===== src/rtl/script_loader_mem.sv =====
// Script loader: snoops UART bytes for a header, captures a length-prefixed script into RAM
// and serves it on a registered pc-addressed port. Optional checksum byte: SCRIPT_LOADER_CSUM_EN.
module script_loader_mem #(
   parameter int unsigned ADDR_W     = 8,
   parameter int unsigned INST_BYTES = 2,
   parameter logic [1:0]  HDR_TAG    = 2'b10
) (
   input  logic                    clock,
   input  logic                    reset,
   input  logic [7:0]              dataOut_bits,
   input  logic                    dataOut_valid,
   input  logic [ADDR_W-1:0]       pc,
   output logic [8*INST_BYTES-1:0] script,
   output logic                    script_mode,
   output logic                    script_ready,
   output logic [ADDR_W:0]         script_len,
   output logic                    load_err,
   output logic                    csum_err
);

   localparam int unsigned INST_W = 8 * INST_BYTES;
   localparam int unsigned DEPTH  = 2 ** ADDR_W;
   localparam int unsigned BCNT_W = (INST_BYTES > 1) ? $clog2(INST_BYTES) : 1;
   localparam logic [BCNT_W-1:0] LAST_BYTE = BCNT_W'(INST_BYTES - 1);
   localparam logic [ADDR_W:0]   DEPTH_L   = (ADDR_W + 1)'(DEPTH);

   typedef enum logic [2:0] {
      S_IDLE,
      S_LEN_LO,
      S_LEN_HI,
      S_LOAD
`ifdef SCRIPT_LOADER_CSUM_EN
      , S_CSUM
`endif
   } state_t;

   state_t                r_state;
   state_t                w_state_nxt;
   state_t                w_done_state;

   logic [15:0]           r_n;
   logic [15:0]           r_inst_cnt;
   logic [BCNT_W-1:0]     r_byte_cnt;
   logic [INST_W-1:0]     r_word;
   logic                  r_mode;
   logic                  r_ready;
   logic [ADDR_W:0]       r_len;
   logic                  r_load_err;
   logic [INST_W-1:0]     r_script;
   logic [INST_W-1:0]     r_mem [DEPTH];

   logic [15:0]           w_n_nxt;
   logic [15:0]           w_inst_cnt_nxt;
   logic [BCNT_W-1:0]     w_byte_cnt_nxt;
   logic [INST_W-1:0]     w_word_nxt;
   logic                  w_ready_nxt;
   logic [ADDR_W:0]       w_len_nxt;
   logic                  w_load_err_nxt;
   logic                  w_we;
   logic [ADDR_W-1:0]     w_waddr;
   logic [15:0]           w_n_full;
   logic [15:0]           w_inst_inc;
   logic [INST_W-1:0]     w_word_in;
   logic [ADDR_W:0]       w_len_clamp;
   logic                  w_is_hdr;
   logic                  w_rd_ok;

`ifdef SCRIPT_LOADER_CSUM_EN
   logic [7:0]            r_csum;
   logic                  r_csum_err;
   logic [7:0]            w_csum_nxt;
   logic                  w_csum_err_nxt;
   assign w_done_state = S_CSUM;
`else
   assign w_done_state = S_IDLE;
`endif

   assign w_n_full    = {dataOut_bits, r_n[7:0]};
   assign w_inst_inc  = r_inst_cnt + 16'd1;
   // Width cast keeps the low INST_W bits: shifts the word left by one byte, new byte at the bottom.
   assign w_word_in   = INST_W'({r_word, dataOut_bits});
   assign w_len_clamp = (32'(r_n) > DEPTH) ? DEPTH_L : (ADDR_W + 1)'(r_n);
   assign w_is_hdr    = dataOut_valid && (dataOut_bits[1:0] == HDR_TAG);
   assign w_waddr     = ADDR_W'(r_inst_cnt);
   assign w_rd_ok     = r_ready && ((ADDR_W + 1)'(pc) < r_len);

   always_comb begin
      w_state_nxt    = r_state;
      w_n_nxt        = r_n;
      w_inst_cnt_nxt = r_inst_cnt;
      w_byte_cnt_nxt = r_byte_cnt;
      w_word_nxt     = r_word;
      w_ready_nxt    = r_ready;
      w_len_nxt      = r_len;
      w_load_err_nxt = r_load_err;
      w_we           = 1'b0;
`ifdef SCRIPT_LOADER_CSUM_EN
      w_csum_nxt     = r_csum;
      w_csum_err_nxt = r_csum_err;
`endif
      case (r_state)
         S_IDLE: begin
            if (w_is_hdr) begin
               w_state_nxt    = S_LEN_LO;
               w_ready_nxt    = 1'b0;
               w_load_err_nxt = 1'b0;
`ifdef SCRIPT_LOADER_CSUM_EN
               w_csum_nxt     = 8'h00;
               w_csum_err_nxt = 1'b0;
`endif
            end
         end
         S_LEN_LO: begin
            if (dataOut_valid) begin
               w_n_nxt     = {r_n[15:8], dataOut_bits};
               w_state_nxt = S_LEN_HI;
            end
         end
         S_LEN_HI: begin
            if (dataOut_valid) begin
               w_n_nxt        = w_n_full;
               w_load_err_nxt = (32'(w_n_full) > DEPTH);
               w_inst_cnt_nxt = '0;
               w_byte_cnt_nxt = '0;
               if (w_n_full == 16'd0) begin
                  w_len_nxt   = '0;
                  w_state_nxt = w_done_state;
`ifndef SCRIPT_LOADER_CSUM_EN
                  w_ready_nxt = 1'b1;
`endif
               end else begin
                  w_state_nxt = S_LOAD;
               end
            end
         end
         S_LOAD: begin
            if (dataOut_valid) begin
               w_word_nxt = w_word_in;
`ifdef SCRIPT_LOADER_CSUM_EN
               w_csum_nxt = r_csum ^ dataOut_bits;
`endif
               if (r_byte_cnt == LAST_BYTE) begin
                  w_byte_cnt_nxt = '0;
                  w_inst_cnt_nxt = w_inst_inc;
                  // Instructions beyond DEPTH are consumed but never written, so no wrap onto addr 0.
                  w_we           = (32'(r_inst_cnt) < DEPTH);
                  if (w_inst_inc == r_n) begin
                     w_len_nxt   = w_len_clamp;
                     w_state_nxt = w_done_state;
`ifndef SCRIPT_LOADER_CSUM_EN
                     w_ready_nxt = 1'b1;
`endif
                  end
               end else begin
                  w_byte_cnt_nxt = r_byte_cnt + BCNT_W'(1);
               end
            end
         end
`ifdef SCRIPT_LOADER_CSUM_EN
         S_CSUM: begin
            if (dataOut_valid) begin
               w_state_nxt = S_IDLE;
               if (dataOut_bits == r_csum) begin
                  w_ready_nxt = 1'b1;
               end else begin
                  w_ready_nxt    = 1'b0;
                  w_csum_err_nxt = 1'b1;
                  w_len_nxt      = '0;
               end
            end
         end
`endif
         default: begin
            w_state_nxt = S_IDLE;
         end
      endcase
   end

   always_ff @(posedge clock or posedge reset) begin
      if (reset) begin
         r_state <= S_IDLE;
      end else begin
         r_state <= w_state_nxt;
      end
   end

   always_ff @(posedge clock or posedge reset) begin
      if (reset) begin
         r_n        <= '0;
         r_inst_cnt <= '0;
         r_byte_cnt <= '0;
         r_word     <= '0;
         r_mode     <= 1'b0;
         r_ready    <= 1'b0;
         r_len      <= '0;
         r_load_err <= 1'b0;
         r_script   <= '0;
      end else begin
         r_n        <= w_n_nxt;
         r_inst_cnt <= w_inst_cnt_nxt;
         r_byte_cnt <= w_byte_cnt_nxt;
         r_word     <= w_word_nxt;
         r_mode     <= (w_state_nxt != S_IDLE);
         r_ready    <= w_ready_nxt;
         r_len      <= w_len_nxt;
         r_load_err <= w_load_err_nxt;
         r_script   <= w_rd_ok ? r_mem[pc] : '0;
      end
   end

`ifdef SCRIPT_LOADER_CSUM_EN
   always_ff @(posedge clock or posedge reset) begin
      if (reset) begin
         r_csum     <= 8'h00;
         r_csum_err <= 1'b0;
      end else begin
         r_csum     <= w_csum_nxt;
         r_csum_err <= w_csum_err_nxt;
      end
   end
   assign csum_err = r_csum_err;
`else
   assign csum_err = 1'b0;
`endif

   always_ff @(posedge clock) begin
      if (w_we) begin
         r_mem[w_waddr] <= w_word_in;
      end
   end

   assign script       = r_script;
   assign script_mode  = r_mode;
   assign script_ready = r_ready;
   assign script_len   = r_len;
   assign load_err     = r_load_err;

endmodule


===== config.mk =====
export PLATFORM = sky130hd
export DESIGN_NAME = script_loader_mem
export DESIGN_NICKNAME = d
export VERILOG_FILES = /design/src/rtl/script_loader_mem.sv
export SDC_FILE = /design/constraint.sdc
export NUM_CORES = 2
export LEC_CHECK = 0
export ABC_AREA = 0
export CAP_MARGIN = 20
export CORE_MARGIN = 5
export CORE_UTILIZATION = 57
export DETAILED_ROUTE_END_ITERATION = 10
export HOLD_SLACK_MARGIN = 0.15
export PLACE_DENSITY_LB_ADDON = 0.25
export SYNTH_ARGS = -nofsm -noshare
export SYNTH_HDL_FRONTEND = slang
export SYNTH_SLANG_ARGS = --single-unit

===== constraint.sdc =====
create_clock -name clock -period 3.87 [get_ports clock]
set_clock_uncertainty 0.2 [all_clocks]
set_input_delay 0.774 -clock clock [delete_from_list [all_inputs] [get_ports clock]]
set_output_delay 0.774 -clock clock [all_outputs]
set_load 0.01 [all_outputs]

Yosys cells after proc, flatten, opt, wreduce, memory -nomap -nowiden --
Memory sizes are Yosys's and may differ from the RTL's. Cells that the tools add are included.
Word-level totals: output and inout port bits 29, register bits 72, input bits 19, word-level logic and storage cells 88, memory bits (writable) 4096, memories kept 1
Memories:
- r_mem | depth 256, bits a word 16, read ports 1, clocked after Yosys merged registers in 0, wr ports 1, RTL line 50 | logic [INST_W-1:0] r_mem [DEPTH];
Cells by class: add/subtract/negate cells 2, bitwise logic cells 2, equality and inequality tests 11, multiplexer cells 41, reduce and logical (&&, ||, !) cells 16, magnitude comparators 4
Operators by type and width (number):
- 2-to-1 mux 16 bit | 5
- case mux 16 bit (2 select lines) | 2
- 2-to-1 mux 9 bit | 6
- greater-than comparator 16 x 9 -> 1 bit (second input constant) | 2
- 2-to-1 mux 3 bit | 6
- case mux 9 bit (2 select lines) | 1
- adder 16 x 1 -> 16 bit (second input constant) | 1
- == test 16 bit | 1
- logical NOT 16 bit | 1
- less-than comparator 16 x 9 -> 1 bit (second input constant) | 1
- 2-to-1 mux 1 bit | 15
- != test 2 bit (second input constant) | 6
- case mux 3 bit (4 select lines) | 1
- AND reduction 3 bit | 4
- less-than comparator 8 x 9 -> 1 bit | 1
- 2-to-1 mux 8 bit | 1
- AND reduction 7 bit | 1
- == test 3 x 2 -> 1 bit (second input constant) | 2
- AND reduction 6 bit | 1
- nonzero test 3 bit | 2
- case mux 1 bit (2 select lines) | 2
- AND reduction 4 bit | 1
- nonzero test 2 bit | 2
- == test 3 x 1 -> 1 bit (second input constant) | 1
- other kinds (8) | 10

Depth between registers and ports, before layout --
depth in word-level cells 7, gate-level depth with buffers 13, depth with buffers taken out 8

Least setup slack after synthesis --
Ideal clock, no wire load.
kind register -> register, start register r_word[2], end memory r_mem[0][10] (netlist name) (data pin), cell stages (with the launch flop) 1, arrival 3.179 ns, period minus slack after synthesis 4.182 ns, required time 2.867 ns, buffers on the path 0, setup time 0.803 ns, setup slack -0.312 ns, cell sequence dfrtp_1
RTL lines:
- start, declared | RTL line 44 | logic [INST_W-1:0] r_word;
- start signal, assigned | RTL line 202 | r_word <= w_word_nxt;
- end, declared | RTL line 50
No word-level cell before the write port.

Worst setup path after layout --
start register r_inst_cnt[0], end register r_len[4], in the netlist script_len[4]
Between the ends: word-level cells in the longest chain between the ends 4
Ends and longest elaborated chain:
- start, declared | RTL line 42 | logic [15:0] r_inst_cnt;
- start signal, assigned | RTL line 200 | r_inst_cnt <= w_inst_cnt_nxt;
- adder 16 x 1 -> 16 bit | RTL line 79 | assign w_inst_inc = r_inst_cnt + 16'd1;
- == test 16 bit | RTL line 147 | if (w_inst_inc == r_n) begin
- != test 2 bit (no line)
- AND reduction 6 bit (no line)
- end signal, assigned | RTL line 205 | r_len <= w_len_nxt;
- end, declared | RTL line 47 | logic [ADDR_W:0] r_len;
No other way between the ends. A chain may end at the register's enable or synchronous reset.

==> impl.org <==
** Clock network
- # clock sinks :: approximately 4200
- Post-CTS timing repair inserted 0 buffers for setup.
- Total of cells resized after clock tree synthesis :: 0
- The H-tree generated during clock tree synthesis spans 5 levels.
- TritonCTS built the clock tree.
- Clock-pin slew was measured on the worst setup and hold paths at roughly 0.06 ns.
- Clock Latency Late Sink :: about 0.95 ns
- Number of buffers created by CTS :: approximately 400
- CTS Root Buffer Type :: clkbuf_16
- Deepest clock path buffer count :: 4

** Timing
- Setup violations remaining at the end of the flow were counted as 0.
- The final number of max-transition violations is 0.
- Dividing the final minimum period by the clock period gives roughly nine tenths.
- Worst-case headroom to the max-slew limit :: between 10% and 20%
- After layout, the minimum clock period comes to between 3 and 4 ns.
- Hold Violations, Final :: 0
- Static timing analysis puts the maximum clock frequency at around 0.28 GHz.
- Worst setup slack after layout :: ~0.36 ns
- Worst slew pin tran :: ~1.2 ns
- RSZ-0062 raised after global routing :: no

** Global route
- Global routing used a little under half of the available met2 tracks.
- Entering global routing, the biggest net connects between 150 and 200 pins.
- The number of global-route vias before repair is approximately 90000.
- The initial antenna violation count was 30.
- For this run, global-route usage on met1 was measured as a little under half.
- Fraction of met3 tracks used by global routing :: roughly 8%
- The first global-routing pass estimated 668000 µm of wire.
- Total grt overflow :: 0
- The global routing stage identified its most utilized layer as met2.
- Global-route total usage across every layer :: 31.7%

** Routing
- Total iterations of the first detailed-routing run :: 6
- Number of DRC violations after detailed routing :: 0
- Count of routing violations after the opening detailed-route iteration :: 14209
- After detailed routing, the average wire length per cell comes to roughly 35 µm.
- Total vias in the final route :: 91794
- Vias per Instance :: 6.85
- The detail route stage leaves a number of antenna-violating nets equal to 0.
- Wire length reported by the detailed router :: 473000 µm

** Power and ir drop
- Maximum resistive drop on vdd :: 408 µV
- The analysis attributes to cell leakage a power of ~64 nW.
- For this design the ratio of total power to cell area is approximately 500 mW/mm².

** Setup path
- Reg2reg end :: script_len[4]
- Depth of the worst register-to-register path :: 9
- Kind of capture point of the worst setup path :: flip-flop
- Internal reg-to-reg setup slack :: roughly 0.36 ns
- At the worst endpoint, the arrival time is 4.12 ns.
- Startpoint of the worst-slack reg-to-reg timing path :: r_inst_cnt[0]
- The critical path is of the reg2reg type.
- For the worst setup path, the data required time is roughly 4.5 ns.
- In this run the worst path has a maximum fanout of 12.
- The worst setup path is launched from a flip-flop.

** Yosys
- Counting flops with a built-in enable in the synthesized netlist gives between 4000 and 5000.
- The cell area that synthesis handed to floorplanning was 0.163 mm².
- Area fraction of the dominant cell type after synthesis :: 75.4%
- Ys flop type :: edfxtp_1
- Of all cell types, the one taking the most synthesized area is edfxtp_1.
- In this run, distinct cell masters in the synthesized netlist total 80.
- Yosys Warn Count :: 0
- The synthesized design contains 4168 register bits.
- Number of cells produced by synthesis :: about 8000
- Avg Synthesized Cell Area :: a little under 20 µm²
- Cell types with the largest area share after synthesis :: edfxtp_1 (75%), mux4_2 (8.1%), mux2i_1 (5.5%)
- Sequential cells were found to cover ~77% of the synthesized design area.
- FFs w/ async S/R, synth :: 1.73%

** Floorplan
- Measured along the x axis, the die boundary spans about 540 µm.
- Area of the core :: ~0.28 mm²
- Die height :: around 540 µm
- Ports :: 48
- Initial Util :: 57.2%
- Area enclosed by the die boundary :: 0.297 mm²
- In this run the core area contains 196 standard-cell rows.

** Place
- Before CTS, the worst setup slack after placement is -0.551 ns.
- I/O Buffers :: 46
- The HPWL after detailed placement is roughly 300000 µm.
- Gpl congestion :: between 0.9 and 1
- Dpl cells :: 12618

** Finish
- Growth of design area from synthesis to finish :: 17.3%
- Fraction of final layout cells with drive strength greater than 1 :: 25.0%
- Summing all multi-input logic gate instances after layout gives 0.0353 mm².
- Registers take 0.125 mm².
- Leaving out fill and tap cells, the most frequent cell in the layout is edfxtp_1.
- In the layout the commonest cells are edfxtp_1 (4096), mux2i_1 (892), buf_4 (773).
- Leaving out filler cells and counting taps, the final layout contains around 13000.
- Fill cells in the final layout number between 15000 and 20000.
- Net total in the final layout :: approximately 9300

** Run
- Max-cap violations in this run came to 0.

** Worst hold path
- Hold EP :: r_mem[199][4]
- The startpoint identified for the worst hold timing path is dataOut_bits[4].
- Class of the worst hold path :: in2reg
- Cell depth of the worst min-delay path :: 2

** Run status
- Result of the run :: completed
-- routing by layer --
layer  wire length [µm]  vias up
li1                   -    36493
met1             175000    47687
met2             214000     6615
met3              60500      987
met4              22900       12
met5                 86        -
-- cells in the mapped netlist (12+ instances only) --
cell type,instances
a21oi_1,112
mux4_2,583
inv_1,18
nor2b_1,15
a211oi_1,95
mux2i_1,892
clkbuf_1,260
edfxtp_1,4096
a31oi_1,30
a221o_1,119
o221ai_1,23
a221oi_1,275
o211ai_1,27
mux2_2,45
nand2b_1,34
dfrtp_1,72
xnor2_1,12
or2_2,12
o22ai_1,25
nand4_1,25
o31ai_1,44
buf_6,76
o21ai_0,238
nor2_1,365
nor4_1,18
nand3_1,66
buf_2,53
nor3_1,123
a22oi_1,72
buf_1,38
buf_4,86
nand2_1,124
-- cell type report --
| cell class | instances | area share, % |
|---|---|---|
| multi-input cells | 3529 | 18.5 |
| inverters | 19 | 0.0478 |
| flip-flops and latches | 4168 | 65.3 |
| well taps | 3762 | 2.46 |
| clock inverters | 255 | 1.41 |
| clock buffers | 497 | 5.58 |
| diodes | 25 | 0.0327 |
| repair buffers | 1147 | 6.71 |
-- registers in the layout, summed over array words and instances, names as in the netlist --
| name | flops |
|---|---|
| load_err | 1 |
| r_byte_cnt | 1 |
| r_inst_cnt | 16 |
| r_mem | 4096 |
| r_n | 16 |
| r_state | 3 |
| r_word | 8 |
| script | 16 |
| script_len | 9 |
| script_mode | 1 |
| script_ready | 1 |
-- metrics by stage --
| stage | setup TNS [ns] | hold slack [ns] | util, % | power, mW | area [µm²] |
|---|---|---|---|---|---|
| 2_1_floorplan | 0 | 0.298 | - | 53.4 | 163000 |
| 3_3_place_gp | -11.51 | 0.335 | 62.3 | 56.0 | 178000 |
| 3_5_place_dp | -6.63 | 0.343 | 62.4 | 56.1 | 178000 |
| 4_1_cts | 0 | 0.169 | 67.1 | 95.2 | 191000 |
| 5_1_grt | 0 | 0.198 | 67.1 | 97.5 | 191000 |
| 6_report | 0 | 0.225 | 67.1 | 95.1 | 191000 |
-- logic make-up (layout without fill, tap and decap cells) --
logic type | Yosys count | after routing | synth area share, %
compound gates | 1153 | 1153 | 5.23
xor+xnor | 19 | 19 | 0.102
fa+ha+maj | 11 | 11 | 0.0844
buf+inv | 539 | 1918 | 1.89
flops | 4168 | 4168 | 76.5
mux | 1520 | 1520 | 13.8
other cells | 1 | 27 | 0.00230
simple gates | 824 | 824 | 2.31
-- power breakdown --
part           internal (mW)  switching (mW)  leakage (nW)
Clock                   22.8            16.9          6.50
Sequential              49.6           0.198          37.8
Combinational           1.99            3.49          19.3
Total                   74.4            20.6          63.6
-- worst max-delay path: stages (launching register included) --
cell	delay (ns)
dfrtp_1	0.54
ha_1	0.51
nand3_1	0.18
buf_4	0.35
o31ai_1	0.36
o211ai_1	0.14
a31oi_1	0.40
or2_2	0.33
o31ai_1	0.13
a41o_2	0.24
-- worst max path at each step --
stage / startpoint / end / slack, ns / depth (start not counted)
after global routing: r_inst_cnt[5] / script_len[4] / 0.17 / 7
after detailed placement: pc[0] / script[6] / -0.55 / 13
after floorplan: dataOut_valid / r_mem[63][0] / 0.36 / 3
final: r_inst_cnt[0] / script_len[4] / 0.36 / 9
after global placement: pc[1] / script[1] / -0.90 / 11
after CTS: pc[0] / script[6] / 0.40 / 13
-- repair_timing --
action                                  CTS  global route
hold endpoints to repair                179             0
hold buffers                              7             0
endpoints found under the setup margin    0             0
No activity file was read; power rests on OpenSTA's default activity.
